**src/rtl/xcorr_sequencer.sv**
```systemverilog
// Sweeps lags -MAX_LAG..+MAX_LAG over two sample buffers. Each lag MACs WINDOW products and keeps the best-scoring lag.
// The winning lag and score are held on a valid/ready handshake. After acceptance, a restart pulse is sent to the buffers.
module xcorr_sequencer #(
  parameter int DATA_W  = 18,
  parameter int ADDR_W  = 9,
  parameter int WINDOW  = 256,
  parameter int MAX_LAG = 32,
  parameter int LAG_W   = $clog2(MAX_LAG) + 2,
  parameter int ACC_W   = 2 * DATA_W + $clog2(WINDOW)
) (
  input  logic                     i_clock,
  input  logic                     i_reset,
  input  logic                     i_start_calc_a,
  input  logic                     i_start_calc_b,
  input  logic signed [DATA_W-1:0] i_data_a,
  input  logic signed [DATA_W-1:0] i_data_b,
  output logic        [ADDR_W-1:0] o_read_offset_a,
  output logic        [ADDR_W-1:0] o_read_offset_b,
  output logic                     o_finished_calc,
  output logic                     o_restart,
  output logic                     o_result_valid,
  input  logic                     i_result_ready,
  output logic signed [LAG_W-1:0]  o_best_lag,
  output logic signed [ACC_W-1:0]  o_best_score
);

  localparam int IDX_W  = (WINDOW > 1) ? $clog2(WINDOW) : 1;
  localparam int PROD_W = 2 * DATA_W;
  localparam logic [IDX_W-1:0]        IDX_LAST = IDX_W'(WINDOW - 1);
  localparam logic signed [LAG_W-1:0] LAG_MIN  = LAG_W'(-MAX_LAG);
  localparam logic signed [LAG_W-1:0] LAG_MAX  = LAG_W'(MAX_LAG);

  typedef enum logic [2:0] {
    S_IDLE,
    S_WAIT,
    S_SWEEP,
    S_DRAIN,
    S_CMP,
    S_DONE
  } state_t;

  state_t                    r_state;
  state_t                    w_state_next;
  logic                      r_seen_a;
  logic                      r_seen_b;
  logic signed [LAG_W-1:0]   r_lag;
  logic        [IDX_W-1:0]   r_idx;
  logic        [1:0]         r_drain;
  logic        [ADDR_W-1:0]  r_rd_a;
  logic        [ADDR_W-1:0]  r_rd_b;
  logic                      r_dvalid;
  logic                      r_pvalid;
  logic signed [PROD_W-1:0]  r_prod;
  logic signed [ACC_W-1:0]   r_acc;
  logic signed [LAG_W-1:0]   r_best_lag;
  logic signed [ACC_W-1:0]   r_best_score;
  logic                      r_finished;
  logic                      r_restart;

  logic                      w_seen_a;
  logic                      w_seen_b;
  logic                      w_start;
  logic                      w_next_lag;
  logic                      w_cmp_take;
  logic                      w_enter_done;
  logic                      w_accept;
  logic signed [LAG_W-1:0]   w_lag_load;
  logic        [ADDR_W-1:0]  w_base_b;

  always_ff @(posedge i_clock) begin
    if (i_reset) begin
      r_state <= S_IDLE;
    end else begin
      r_state <= w_state_next;
    end
  end

  always_comb begin
    w_state_next = r_state;
    w_start      = 1'b0;
    w_next_lag   = 1'b0;
    w_cmp_take   = 1'b0;
    w_enter_done = 1'b0;
    w_accept     = 1'b0;
    w_seen_a     = r_seen_a | i_start_calc_a;
    w_seen_b     = r_seen_b | i_start_calc_b;
    case (r_state)
      S_IDLE, S_WAIT: begin
        if (w_seen_a && w_seen_b) begin
          w_state_next = S_SWEEP;
          w_start      = 1'b1;
        end else if (w_seen_a || w_seen_b) begin
          w_state_next = S_WAIT;
        end
      end
      S_SWEEP: begin
        if (r_idx == IDX_LAST) w_state_next = S_DRAIN;
      end
      S_DRAIN: begin
        if (r_drain == 2'd2) w_state_next = S_CMP;
      end
      S_CMP: begin
        // Strict greater-than keeps the earliest (most negative) lag on ties.
        w_cmp_take = (r_lag == LAG_MIN) || (r_acc > r_best_score);
        if (r_lag == LAG_MAX) begin
          w_state_next = S_DONE;
          w_enter_done = 1'b1;
        end else begin
          w_state_next = S_SWEEP;
          w_next_lag   = 1'b1;
        end
      end
      S_DONE: begin
        if (i_result_ready) begin
          w_state_next = S_IDLE;
          w_accept     = 1'b1;
        end
      end
      default: w_state_next = S_IDLE;
    endcase
  end

  assign w_lag_load = w_start ? LAG_MIN : (r_lag + LAG_W'(1));
  assign w_base_b   = ADDR_W'(MAX_LAG + int'(w_lag_load));

  always_ff @(posedge i_clock) begin
    if (i_reset) begin
      r_seen_a     <= 1'b0;
      r_seen_b     <= 1'b0;
      r_lag        <= '0;
      r_idx        <= '0;
      r_drain      <= '0;
      r_rd_a       <= '0;
      r_rd_b       <= '0;
      r_dvalid     <= 1'b0;
      r_pvalid     <= 1'b0;
      r_prod       <= '0;
      r_acc        <= '0;
      r_best_lag   <= '0;
      r_best_score <= '0;
      r_finished   <= 1'b0;
      r_restart    <= 1'b0;
    end else begin
      if (w_start || w_accept) begin
        r_seen_a <= 1'b0;
        r_seen_b <= 1'b0;
      end else if (r_state == S_IDLE || r_state == S_WAIT) begin
        r_seen_a <= w_seen_a;
        r_seen_b <= w_seen_b;
      end

      if (w_start || w_next_lag) begin
        r_lag  <= w_lag_load;
        r_idx  <= '0;
        r_acc  <= '0;
        r_rd_a <= ADDR_W'(MAX_LAG);
        r_rd_b <= w_base_b;
      end else begin
        if (r_state == S_SWEEP && r_idx != IDX_LAST) begin
          r_idx  <= r_idx + IDX_W'(1);
          r_rd_a <= r_rd_a + ADDR_W'(1);
          r_rd_b <= r_rd_b + ADDR_W'(1);
        end else if (w_accept) begin
          r_rd_a <= '0;
          r_rd_b <= '0;
        end
        if (r_pvalid) begin
          r_acc <= r_acc + {{(ACC_W - PROD_W){r_prod[PROD_W-1]}}, r_prod};
        end
      end

      // Buffer data arrives one cycle after its address; product is registered before accumulation.
      r_dvalid <= (r_state == S_SWEEP);
      r_pvalid <= r_dvalid;
      if (r_dvalid) r_prod <= i_data_a * i_data_b;

      r_drain <= (r_state == S_DRAIN) ? r_drain + 2'd1 : 2'd0;

      if (w_cmp_take) begin
        r_best_score <= r_acc;
        r_best_lag   <= r_lag;
      end

      r_finished <= w_enter_done;
      r_restart  <= w_accept;
    end
  end

  assign o_read_offset_a = r_rd_a;
  assign o_read_offset_b = r_rd_b;
  assign o_finished_calc = r_finished;
  assign o_restart       = r_restart;
  assign o_result_valid  = (r_state == S_DONE);
  assign o_best_lag      = r_best_lag;
  assign o_best_score    = r_best_score;

endmodule
```
**config.mk**
```make
export PLATFORM = sky130hd
export DESIGN_NAME = xcorr_sequencer
export DESIGN_NICKNAME = d
export VERILOG_FILES = /design/src/rtl/xcorr_sequencer.sv
export SDC_FILE = /design/constraint.sdc
export NUM_CORES = 1
export LEC_CHECK = 0
export BUFFER_PORTS_ARGS = -buffer_cell sky130_fd_sc_hd__buf_2
export CORE_MARGIN = 5
export CORE_UTILIZATION = 39
export DETAILED_ROUTE_END_ITERATION = 7
export SYNTH_ARGS = -nofsm -noshare
export SYNTH_HDL_FRONTEND = slang
export SYNTH_SLANG_ARGS = --single-unit
```
**constraint.sdc**
```tcl
create_clock -name i_clock -period 14.7 [get_ports i_clock]
set_input_delay 0 -clock i_clock [delete_from_list [all_inputs] [get_ports i_clock]]
set_output_delay 0 -clock i_clock [all_outputs]
set_load 0.01 [all_outputs]
```
==> results of run 1 <==
[Yosys cell counts (3+ instances only)]
cell	number
inv_1	478
nor3_1	24
nand3b_1	4
a211oi_1	16
buf_4	5
or3_1	7
nand4_1	20
a31oi_1	9
a21oi_1	118
mux2i_1	98
a21o_1	59
xor2_1	27
clkbuf_1	84
o21ai_1	6
nor4_1	8
nor2_1	175
o21bai_1	6
nor2b_1	16
or2_2	3
buf_1	11
fa_1	330
ha_1	187
o21a_1	17
and2_1	164
and3_1	17
o31a_1	7
o22ai_1	4
a41oi_1	3
and4_1	8
a21boi_0	3
nand2b_1	13
nand2_1	332
o211ai_1	6
o21ai_0	65
dfxtp_1	175
nand3_1	28
xnor2_1	50
[critical path, cell delays in order]
cell and delay [ns]:
buf_2 0.21, and2_1 0.22, fa_1 0.53, inv_1 0.05, fa_1 0.56, fa_1 0.44, fa_1 0.49, inv_1 0.05
fa_1 0.54, inv_1 0.06, fa_1 0.54, inv_1 0.05, ha_1 0.37, o21ai_0 0.17, o21ai_0 0.15, a2111oi_0 0.42
a21oi_1 0.25, a221o_1 0.44, a41oi_2 0.22, a21oi_1 0.15, a21oi_1 0.18, nor2_1 0.07, a211oi_2 0.18
[registers in the layout, indices dropped and copies added, names as in the netlist]
name / cells
o_read_offset_a: 9
r_pvalid: 1
r_prod: 36
r_seen_a: 1
o_read_offset_b: 9
r_dvalid: 1
r_drain: 2
r_lag: 7
o_best_score: 44
o_best_lag: 7
r_seen_b: 1
o_finished_calc: 1
r_state: 3
r_idx: 8
r_acc: 44
o_restart: 1
[worst max path at each step]
stage	startpoint	end	slack (ns)	depth (start not counted)
2_1_floorplan	i_data_a[17]	r_prod[33]$_SDFFE_PP0P_	8.85	25
3_3_place_gp	i_data_b[6]	r_prod[33]$_SDFFE_PP0P_	8.34	23
3_5_place_dp	i_data_b[6]	r_prod[33]$_SDFFE_PP0P_	8.27	23
4_1_cts	i_data_b[6]	r_prod[33]$_SDFFE_PP0P_	8.74	23
5_1_grt	i_data_b[0]	r_prod[34]$_SDFFE_PP0P_	8.32	26
6_report	i_data_b[6]	r_prod[35]$_SDFFE_PP0P_	8.71	23
[logic make-up after synthesis]
kind of cell	Yosys count	share of synthesized area [%]
AO/OA/AOI/OAI	357	10.4
XOR/XNOR	77	2.99
flip-flops	175	15.5
multiplexers	98	4.35
buffers and inverters	581	9.77
AND/OR/NAND/NOR	826	17.2
adder cells (fa/ha/maj)	517	39.7
[routing by layer]
metal	GRT usage [%]	wire length, um
met1	21.2	23000
met2	34.4	30200
met3	1.92	1350
met4	4.87	1380
met5	0	0
[per-stage QoR]
step | setup WS, ns | utilization (%) | instance area [um2] | instances | hold slack [ns]
after floorplan | 8.85 | - | 22500 | 2631 | 0.137
after global placement | 8.34 | 41.3 | 23700 | 3413 | 0.302
after detailed placement | 8.27 | 41.3 | 23700 | 3413 | 0.302
after CTS | 8.74 | 42.3 | 24300 | 3446 | 0.121
after global routing | 8.32 | 42.3 | 24300 | 3446 | 0.152
final | 8.71 | 42.3 | 24300 | 3446 | 0.140
[layout make-up]
type | instances | share of cell area, %
multi-input cells | 1875 | 69.3
inverters | 480 | 7.41
clock inverters | 10 | 0.463
well taps | 765 | 3.94
repair buffers | 121 | 2.61
clock buffers | 20 | 1.88
flip-flops and latches | 175 | 14.4
[repair_timing]
action                                 CTS  global route
setup endpoints to repair                0             0
endpoints found under the hold margin    6             0
hold buffers                             3             0
setup buffers                            0             0
==> run_results.csv, run 1 <==
group,metric,value,unit
timing,finalCriticalPeriod,5.99,ns
synthesis,synth_flop_cell,"dfxtp_1",
timing,grt_setup_unrepaired,"no",
cts,tritoncts,"yes",
min_path,hp-class,"in -> reg",
timing,final-setup-viol-count,0,
synthesis,yosys.area.top_type,"fa_1",
cts,root_buffer,"clkbuf_16",
timing,tns,0,ns
floorplanning,io_pins,113,
grt,grt_max_degree,106,
synthesis,netlist_area,22500,um2
cts,cts-resized-gates,0,
worst_setup_path,reg2reg_from,"o_best_score[13]$_SDFFE_PP0P_",
cells_and_area,syn2layout_area_growth,7.90,%
detailed_routing,detail-route-antenna-nets,0,
worst_setup_path,r2r_slack,10.88,ns
cts,cts_max_level,4,
detailed_routing,drc,0,
synthesis,async_flop_share,0,%
synthesis,yosysWarnings,0,
timing,slew_viol_final,0,
detailed_routing,drt-total-wl,55.9,mm
grt,track_usage,17.9,%
detailed_routing,drt_iter0_drc,831,
floorplanning,die_x,250,um
timing,finalCritPeriodShare,40.8,%
timing,finalHoldViolCount,0,
cells_and_area,drive_gt1_share,6.34,%
worst_setup_path,arrival,6.35,ns
synthesis,syn_avg_cell_area,8.56,um2
floorplanning,core,57500,um2
min_path,whs_path_depth,3,
detailed_routing,dr.pass1.iters,5,
cts,cts-buffers-inserted,17,
detailed_routing,vias_per_cell,5.06,
cells_and_area,final_nets,3228,
cts,clockBufferDepth,2,
min_path,min_to,"r_prod[0]$_SDFFE_PP0P_",
timing,worst_pin_slew,1.24,ns
floorplanning,rows,88,
placement,port_buffers,112,
grt,grt_first_pass_wirelength,93.4,mm
cts,clkLatencyLatePin,0.43,ns
worst_setup_path,crit_fanout,18,
worst_setup_path,crit_path_end_kind,"register",
detailed_routing,vias,17400,
synthesis,yosysUniqueCellTypes,74,
placement,globalplace.congestion,0.851,
placement,dpl.hpwl,44.4,mm
grt,overflow,0,
cells_and_area,multi_input_area,16800,um2
timing,finClkSkew,0.0116,ns
cells_and_area,diodes,0,
synthesis,syn_nets,3189,
status,status,"finished clean",
worst_setup_path,crit_type,"in -> reg",
cells_and_area,final_cell_mix,"478 x inv_1, 331 x nand2_1, 330 x fa_1",
synthesis,synth_top_area_share,29.3,%
grt,antenna_found_initial,0,
synthesis,synth-edff-count,0,
synthesis,ys_seq_elements,175,
floorplanning,die-area,62700,um2
worst_setup_path,reg2reg_to,"o_best_score[5]$_SDFFE_PP0P_",
cts,clock-sinks,175,
cells_and_area,nFillCells,5746,
timing,fmax,167,MHz
synthesis,ys_top_cells_by_area,"fa_1 29%, dfxtp_1 16%, ha_1 10%, inv_1 8.0%, nand2_1 5.5%",
floorplanning,die_h,250,um
worst_setup_path,cp.required,15.05,ns
cells_and_area,register_area,3500,um2
detailed_routing,wl_per_cell,16.2,um
min_path,hold_start,"i_data_b[0]",
grt,grt_pass1_vias,18500,
worst_setup_path,r2r_cells,13,
cts,path_clk_slew,0.07,ns
cells_and_area,final_common_cell,"inv_1",
synthesis,seq_area_frac_synth,15.5,%
run,max_cap_violations,0,
floorplanning,initial_core_util,39.2,%
timing,relSlewSlack,17.0,%
worst_setup_path,startpoint_type,"input port",
synthesis,synthCells,2631,
Power of run 1 is not shown: default switching activity piles up to over one toggle a cycle in this logic, so the estimate is an artifact.
==> inputs of run 2 (changes only) <==
Settings changed: ABC_AREA set to 1.
Clock period 14.7 ns to 6.2 ns, I/O delays scaled along.
==> run 2 against run 1 <==
Against the previous run:
- wire length rose by 17%
- clock skew rose by 0.0035 ns
- global-route usage rose by 1.8 points
- via count rose by 20%
- die area rose by 8.5%
- utilization fell by 0.26 points
- register-to-register slack got worse by 8.4 ns
- sequential share of layout area fell by 1.1 points
- synthesized area rose by 8.9%
- sequential cell count did not move
- largest cell class unchanged
==> run_results.csv, run 2 <==
group,metric,value,unit
synthesis,synth.most_common_cell,"inv_1",
cells_and_area,register_area,3500,um2
floorplanning,die_x,261,um
placement,port_buffers,112,
cells_and_area,nFillCells,6644,
worst_setup_path,crit_path_top_delay_cell,"fa_1",
worst_setup_path,arrival,5.91,ns
cts,clkLatencyLatePin,0.46,ns
synthesis,yosysUniqueCellTypes,48,
cells_and_area,diodes,0,
synthesis,async_flop_share,0,%
run,max_cap_violations,0,
placement,dpl.hpwl,53.9,mm
floorplanning,rows,92,
synthesis,ys_seq_elements,175,
grt,met1_usage,26.9,%
synthesis,synth_flop_cell,"dfxtp_1",
min_path,hp-class,"in -> reg",
synthesis,syn_avg_cell_area,7.03,um2
worst_setup_path,crit_type,"in -> reg",
timing,finClkSkew,0.0151,ns
grt,grt_max_degree,75,
synthesis,yosys.area.top_type,"fa_1",
grt,antenna_found_initial,0,
cts,path_clk_slew,0.07,ns
timing,finalHoldViolCount,0,
synthesis,seq_area_frac_synth,14.3,%
detailed_routing,dr.pass1.iters,5,
synthesis,syn_nets,4048,
detailed_routing,drc,0,
detailed_routing,drt-total-wl,65.2,mm
detailed_routing,vias_per_cell,4.79,
timing,grt_setup_unrepaired,"no",
cts,tritoncts,"yes",
floorplanning,initial_core_util,39.1,%
floorplanning,die_h,261,um
synthesis,synth_top_area_share,26.9,%
detailed_routing,detail-route-antenna-nets,0,
cells_and_area,final_cell_mix,"928 x inv_1, 699 x nand2_1, 330 x fa_1",
floorplanning,die-area,68000,um2
detailed_routing,vias,21000,
cells_and_area,drive_gt1_share,6.65,%
cts,clock-sinks,175,
grt,grt_pass1_vias,21100,
synthesis,ys_top_cells_by_area,"fa_1 27%, dfxtp_1 14%, inv_1 14%, nand2_1 11%, ha_1 9.5%",
synthesis,yosysWarnings,0,
timing,worst_pin_slew,0.884,ns
worst_setup_path,crit_fanout,13,
placement,globalplace.congestion,0.942,
worst_setup_path,worstPathCellList,"buf_2 -> nand2_1 -> fa_1 -> inv_1 -> fa_1 -> fa_1 -> fa_1 -> fa_1 -> inv_1 -> fa_1 -> inv_1 -> ha_1 -> a21oi_1 -> o21ai_0 -> a21oi_1 -> o211ai_1 -> nand2_1 -> inv_1 -> o21ai_0 -> o211ai_1 -> inv_1",
timing,finalCriticalPeriod,5.50,ns
cts,root_buffer,"clkbuf_16",
detailed_routing,wl_per_cell,14.9,um
worst_setup_path,crit_path_end_kind,"register",
grt,grt_first_pass_wirelength,108,mm
grt,track_usage,19.7,%
cts,cts-buffers-inserted,17,
synthesis,synthCells,3490,
synthesis,synth-edff-count,0,
cells_and_area,final_nets,4079,
grt,grt_busiest_layer,"met2",
floorplanning,core,62700,um2
status,status,"finished clean",
cts,clockBufferDepth,2,
timing,finalCritPeriodShare,88.8,%
cells_and_area,multi_input_area,16900,um2
grt,grtUsageMet3,2.57,%
grt,overflow,0,
timing,fmax,182,MHz
worst_setup_path,startpoint_type,"input port",
cts,cts_max_level,4,
timing,relSlewSlack,41.1,%
timing,final-setup-viol-count,0,
cells_and_area,final_common_cell,"inv_1",
cts,post_cts_buffers,0,
worst_setup_path,cp.required,6.60,ns
worst_setup_path,cp_common_cell,"fa_1",
timing,slew_viol_final,0,
synthesis,ys_top_cells_by_count,"929 x inv_1, 699 x nand2_1, 330 x fa_1",
grt,use_met2,33.5,%
synthesis,netlist_area,24500,um2
cells_and_area,syn2layout_area_growth,7.50,%
worst_setup_path,slowest_delay,0.82,ns
detailed_routing,drt_iter0_drc,1158,
timing,tns,0,ns
floorplanning,io_pins,113,
==> run 2: cell count changes in the layout (fill, tap and decap cells not counted), sizes merged, moves of 47 or more <==
| cell | previous run | this run |
|---|---|---|
| nor2 | 175 | 301 |
| mux2i | 98 | 0 |
| nand3 | 28 | 149 |
| a21oi | 118 | 229 |
| and2 | 165 | 1 |
| a21o | 59 | 12 |
| o21ai | 72 | 156 |
| nand2 | 332 | 701 |
| inv | 480 | 950 |
==> run 2: critical path, delay by kind of cell <==
kind                     cells  cell delay, ns
adder cells (fa/ha/maj)      7            3.75
buffers and inverters        6            0.62
AND/OR/NAND/NOR              2            0.34
AO/OA/AOI/OAI                6            1.21
==> run 2: cells by family (layout without fill, tap and decap cells) <==
family / count (synthesis) / in the layout / share of synthesized area (%)
buffers and inverters: 1074 / 1118 / 16.9
DFF: 175 / 175 / 14.3
AOI/OAI and AO/OA: 465 / 465 / 10.6
xor gates and xnor gates: 44 / 44 / 1.57
and+or+nand+nor: 1215 / 1215 / 20.2
adders and majority gates: 517 / 517 / 36.5
==> run 2: repair_timing <==
item,in CTS,in global routing
setup endpoints to repair,0,0
hold endpoints to repair,4,0
hold buffers,3,0
gates resized for setup,0,0
==> run 2: final timing paths <==
check / start / to / slack, ns / cells after the start
max: i_data_a[17] / r_prod[27]$_SDFFE_PP0P_ / 0.70 / 21
min: i_data_b[0] / r_prod[0]$_SDFFE_PP0P_ / 0.10 / 3
max reg2reg: o_best_score[23]$_SDFFE_PP0P_ / o_best_score[12]$_SDFFE_PP0P_ / 2.53 / 18
min reg2reg: r_drain[0]$_SDFF_PP0_ / r_drain[0]$_SDFF_PP0_ / 0.42 / 1
==> run 2: cell type report <==
cell class                 count  area share, %
clock buffer                  18           1.66
clock inverter                14          0.545
inverter                     946           13.5
multi-input combinational   2241           64.1
sequential                   175           13.3
tap                          846           4.01
timing repair buffer         140           2.95
==> run 2: stage by stage <==
| step | utilization [%] | std cells | setup slack (ns) | hold WS, ns | instance area (um2) |
|---|---|---|---|---|---|
| detailed placement | 41.1 | 4345 | 0.240 | 0.295 | 25800 |
| floorplan | - | 3490 | 0.683 | 0.157 | 24500 |
| CTS | 42.0 | 4380 | 0.707 | 0.0880 | 26400 |
| global placement | 41.1 | 4345 | 0.145 | 0.297 | 25800 |
| finish | 42.0 | 4380 | 0.695 | 0.105 | 26400 |
| global route | 42.0 | 4380 | 0.291 | 0.126 | 26400 |
==> run 2: per-layer routing <==
metal | routed length, um | vias to the layer above
li1 | - | 10500
met1 | 29700 | 10000
met2 | 31200 | 396
met3 | 2920 | 77
met4 | 1370 | 0
met5 | 0 | -
Power of run 2 is left out for the same reason.
==> inputs of run 3 (changes only) <==
Settings changed: RECOVER_POWER set to 100.
==> run 3 against run 2 <==
Against the previous run:
- the flow now finishes with violations (max-capacitance violations, max-slew violations)
- setup slack worse by 0.058 ns
- worst hold slack got worse by 0.0020 ns
- final area fell by 0.51%
- critical path depth fell by 1
- non-clock buffer count is the same
- via count about the same
- utilization fell by 0.21 points
==> run_results.csv, run 3 (synthesis results as in run 2) <==
group,metric,value,unit
status,status,"complete, but fails checks",
status,failed_checks,"max-capacitance violations, max-slew violations",
timing,grt_setup_unrepaired,"no",
detailed_routing,drt-total-wl,65.1,mm
cells_and_area,syn2layout_area_growth,6.95,%
grt,track_usage,19.7,%
timing,fmax,180,MHz
cells_and_area,final_util,41.8,%
grt,grt_pass1_vias,21100,
floorplanning,die-area,68000,um2
cts,tritoncts,"yes",
cts,clock-sinks,175,
floorplanning,io_pins,113,
worst_setup_path,crit_path_top_delay_cell,"fa_1",
grt,grt_max_degree,75,
worst_setup_path,worstPathCellList,"buf_2 -> nand2_1 -> fa_1 -> inv_1 -> fa_1 -> fa_1 -> fa_1 -> fa_1 -> inv_1 -> fa_1 -> inv_1 -> ha_1 -> a21oi_1 -> o21ai_0 -> a21oi_1 -> o211ai_1 -> nor2_1 -> o21ai_0 -> o211ai_1 -> inv_1",
cts,cts-buffers-inserted,17,
cts,clkLatencyLatePin,0.46,ns
detailed_routing,wl_per_cell,14.9,um
worst_setup_path,arrival,5.91,ns
cts,path_clk_slew,0.07,ns
cells_and_area,diodes,0,
timing,tns,0,ns
min_path,whs_path_depth,3,
cells_and_area,final_cell_mix,"933 x inv_1, 700 x nand2_1, 330 x fa_1",
cts,root_buffer,"clkbuf_16",
worst_setup_path,crit_fanout,13,
placement,globalplace.congestion,0.942,
min_path,hp-class,"in -> reg",
detailed_routing,detail-route-antenna-nets,0,
detailed_routing,dr.pass1.iters,5,
detailed_routing,drt_iter0_drc,1196,
detailed_routing,vias,21000,
worst_setup_path,crit_type,"in -> reg",
timing,finalCritPeriodShare,89.7,%
placement,port_buffers,112,
placement,dpl.hpwl,53.9,mm
grt,antenna_found_initial,0,
timing,final-setup-viol-count,0,
floorplanning,die_x,261,um
worst_setup_path,crit_path_end_kind,"register",
grt,grtUsageMet3,2.57,%
detailed_routing,drc,0,
timing,worst_pin_slew,3.55,ns
grt,met1_usage,26.9,%
floorplanning,rows,92,
worst_setup_path,r2r_cells,18,
grt,grt_busiest_layer,"met2",
grt,grt_first_pass_wirelength,108,mm
timing,relSlewSlack,-136,%
timing,finalHoldViolCount,0,
timing,hold_ws,0.103,ns
cells_and_area,drive_gt1_share,4.13,%
detailed_routing,vias_per_cell,4.79,
timing,finClkSkew,0.00982,ns
cts,cts-resized-gates,0,
cells_and_area,final_common_cell,"inv_1",
cts,cts_max_level,4,
worst_setup_path,startpoint_type,"input port",
grt,overflow,0,
worst_setup_path,cp.required,6.54,ns
run,max_cap_violations,6,
cells_and_area,final_nets,4079,
floorplanning,initial_core_util,39.1,%
worst_setup_path,cp_common_cell,"fa_1",
timing,slew_viol_final,314,
timing,finalCriticalPeriod,5.56,ns
grt,use_met2,33.5,%
cells_and_area,design_area,26200,um2
floorplanning,core,62700,um2
cts,clockBufferDepth,2,
placement,place_area,25800,um2
worst_setup_path,slowest_delay,0.81,ns
cells_and_area,nFillCells,6665,
floorplanning,die_h,261,um
## run 3: cell count changes in the layout (fill, tap and decap cells not counted), sizes merged
| cell | change |
|---|---|
| buf | -78 |
| clkbuf | +78 |
| clkinv | +2 |
| inv | -2 |
## run 3: worst paths after layout
kind | start | to | slack [ns]
max | i_data_a[17] | r_prod[27]$_SDFFE_PP0P_ | 0.64
min | i_data_b[0] | r_prod[0]$_SDFFE_PP0P_ | 0.10
max reg2reg | o_best_score[23]$_SDFFE_PP0P_ | o_best_score[12]$_SDFFE_PP0P_ | 0.96
min reg2reg | r_drain[0]$_SDFF_PP0_ | r_drain[0]$_SDFF_PP0_ | 0.42
## run 3: cell type report
| cell class | count | area (um2) | area share [%] |
|---|---|---|---|
| multi-input combinational | 2241 | 16900 | 64.3 |
| tap | 846 | 1060 | 4.03 |
| sequential | 175 | 3500 | 13.4 |
| clock inverter | 14 | 144 | 0.548 |
| timing repair buffer | 140 | 669 | 2.55 |
| inverter | 946 | 3550 | 13.5 |
| clock buffer | 18 | 439 | 1.67 |
## run 3: stage by stage
step / worst slack, ns / std cells
global route: 0.177 / 4380
floorplan: 0.683 / 3490
finish: 0.637 / 4380
CTS: 0.707 / 4380
detailed placement: 0.240 / 4345
global placement: 0.145 / 4345
## run 3: repair_timing
item | 4_1_cts | 5_1_grt
hold buffers | 3 | 0
buffers inserted | 0 | 0
endpoints found under the hold margin | 4 | 0
## run 3: routing by layer
layer / up-vias / share of wire, %
met5: - / 0
met4: 0 / 2.3
met3: 79 / 4.8
met2: 392 / 48
met1: 10000 / 45
li1: 10500 / -
## run 3: worst max-delay path, delay by kind of cell
kind	cells	cell delay, ns
AOI/OAI and AO/OA	6	1.22
adders and majority gates	7	3.74
buffers and inverters	5	0.57
and+or+nand+nor	2	0.38
Power of run 3 is left out for the same reason.
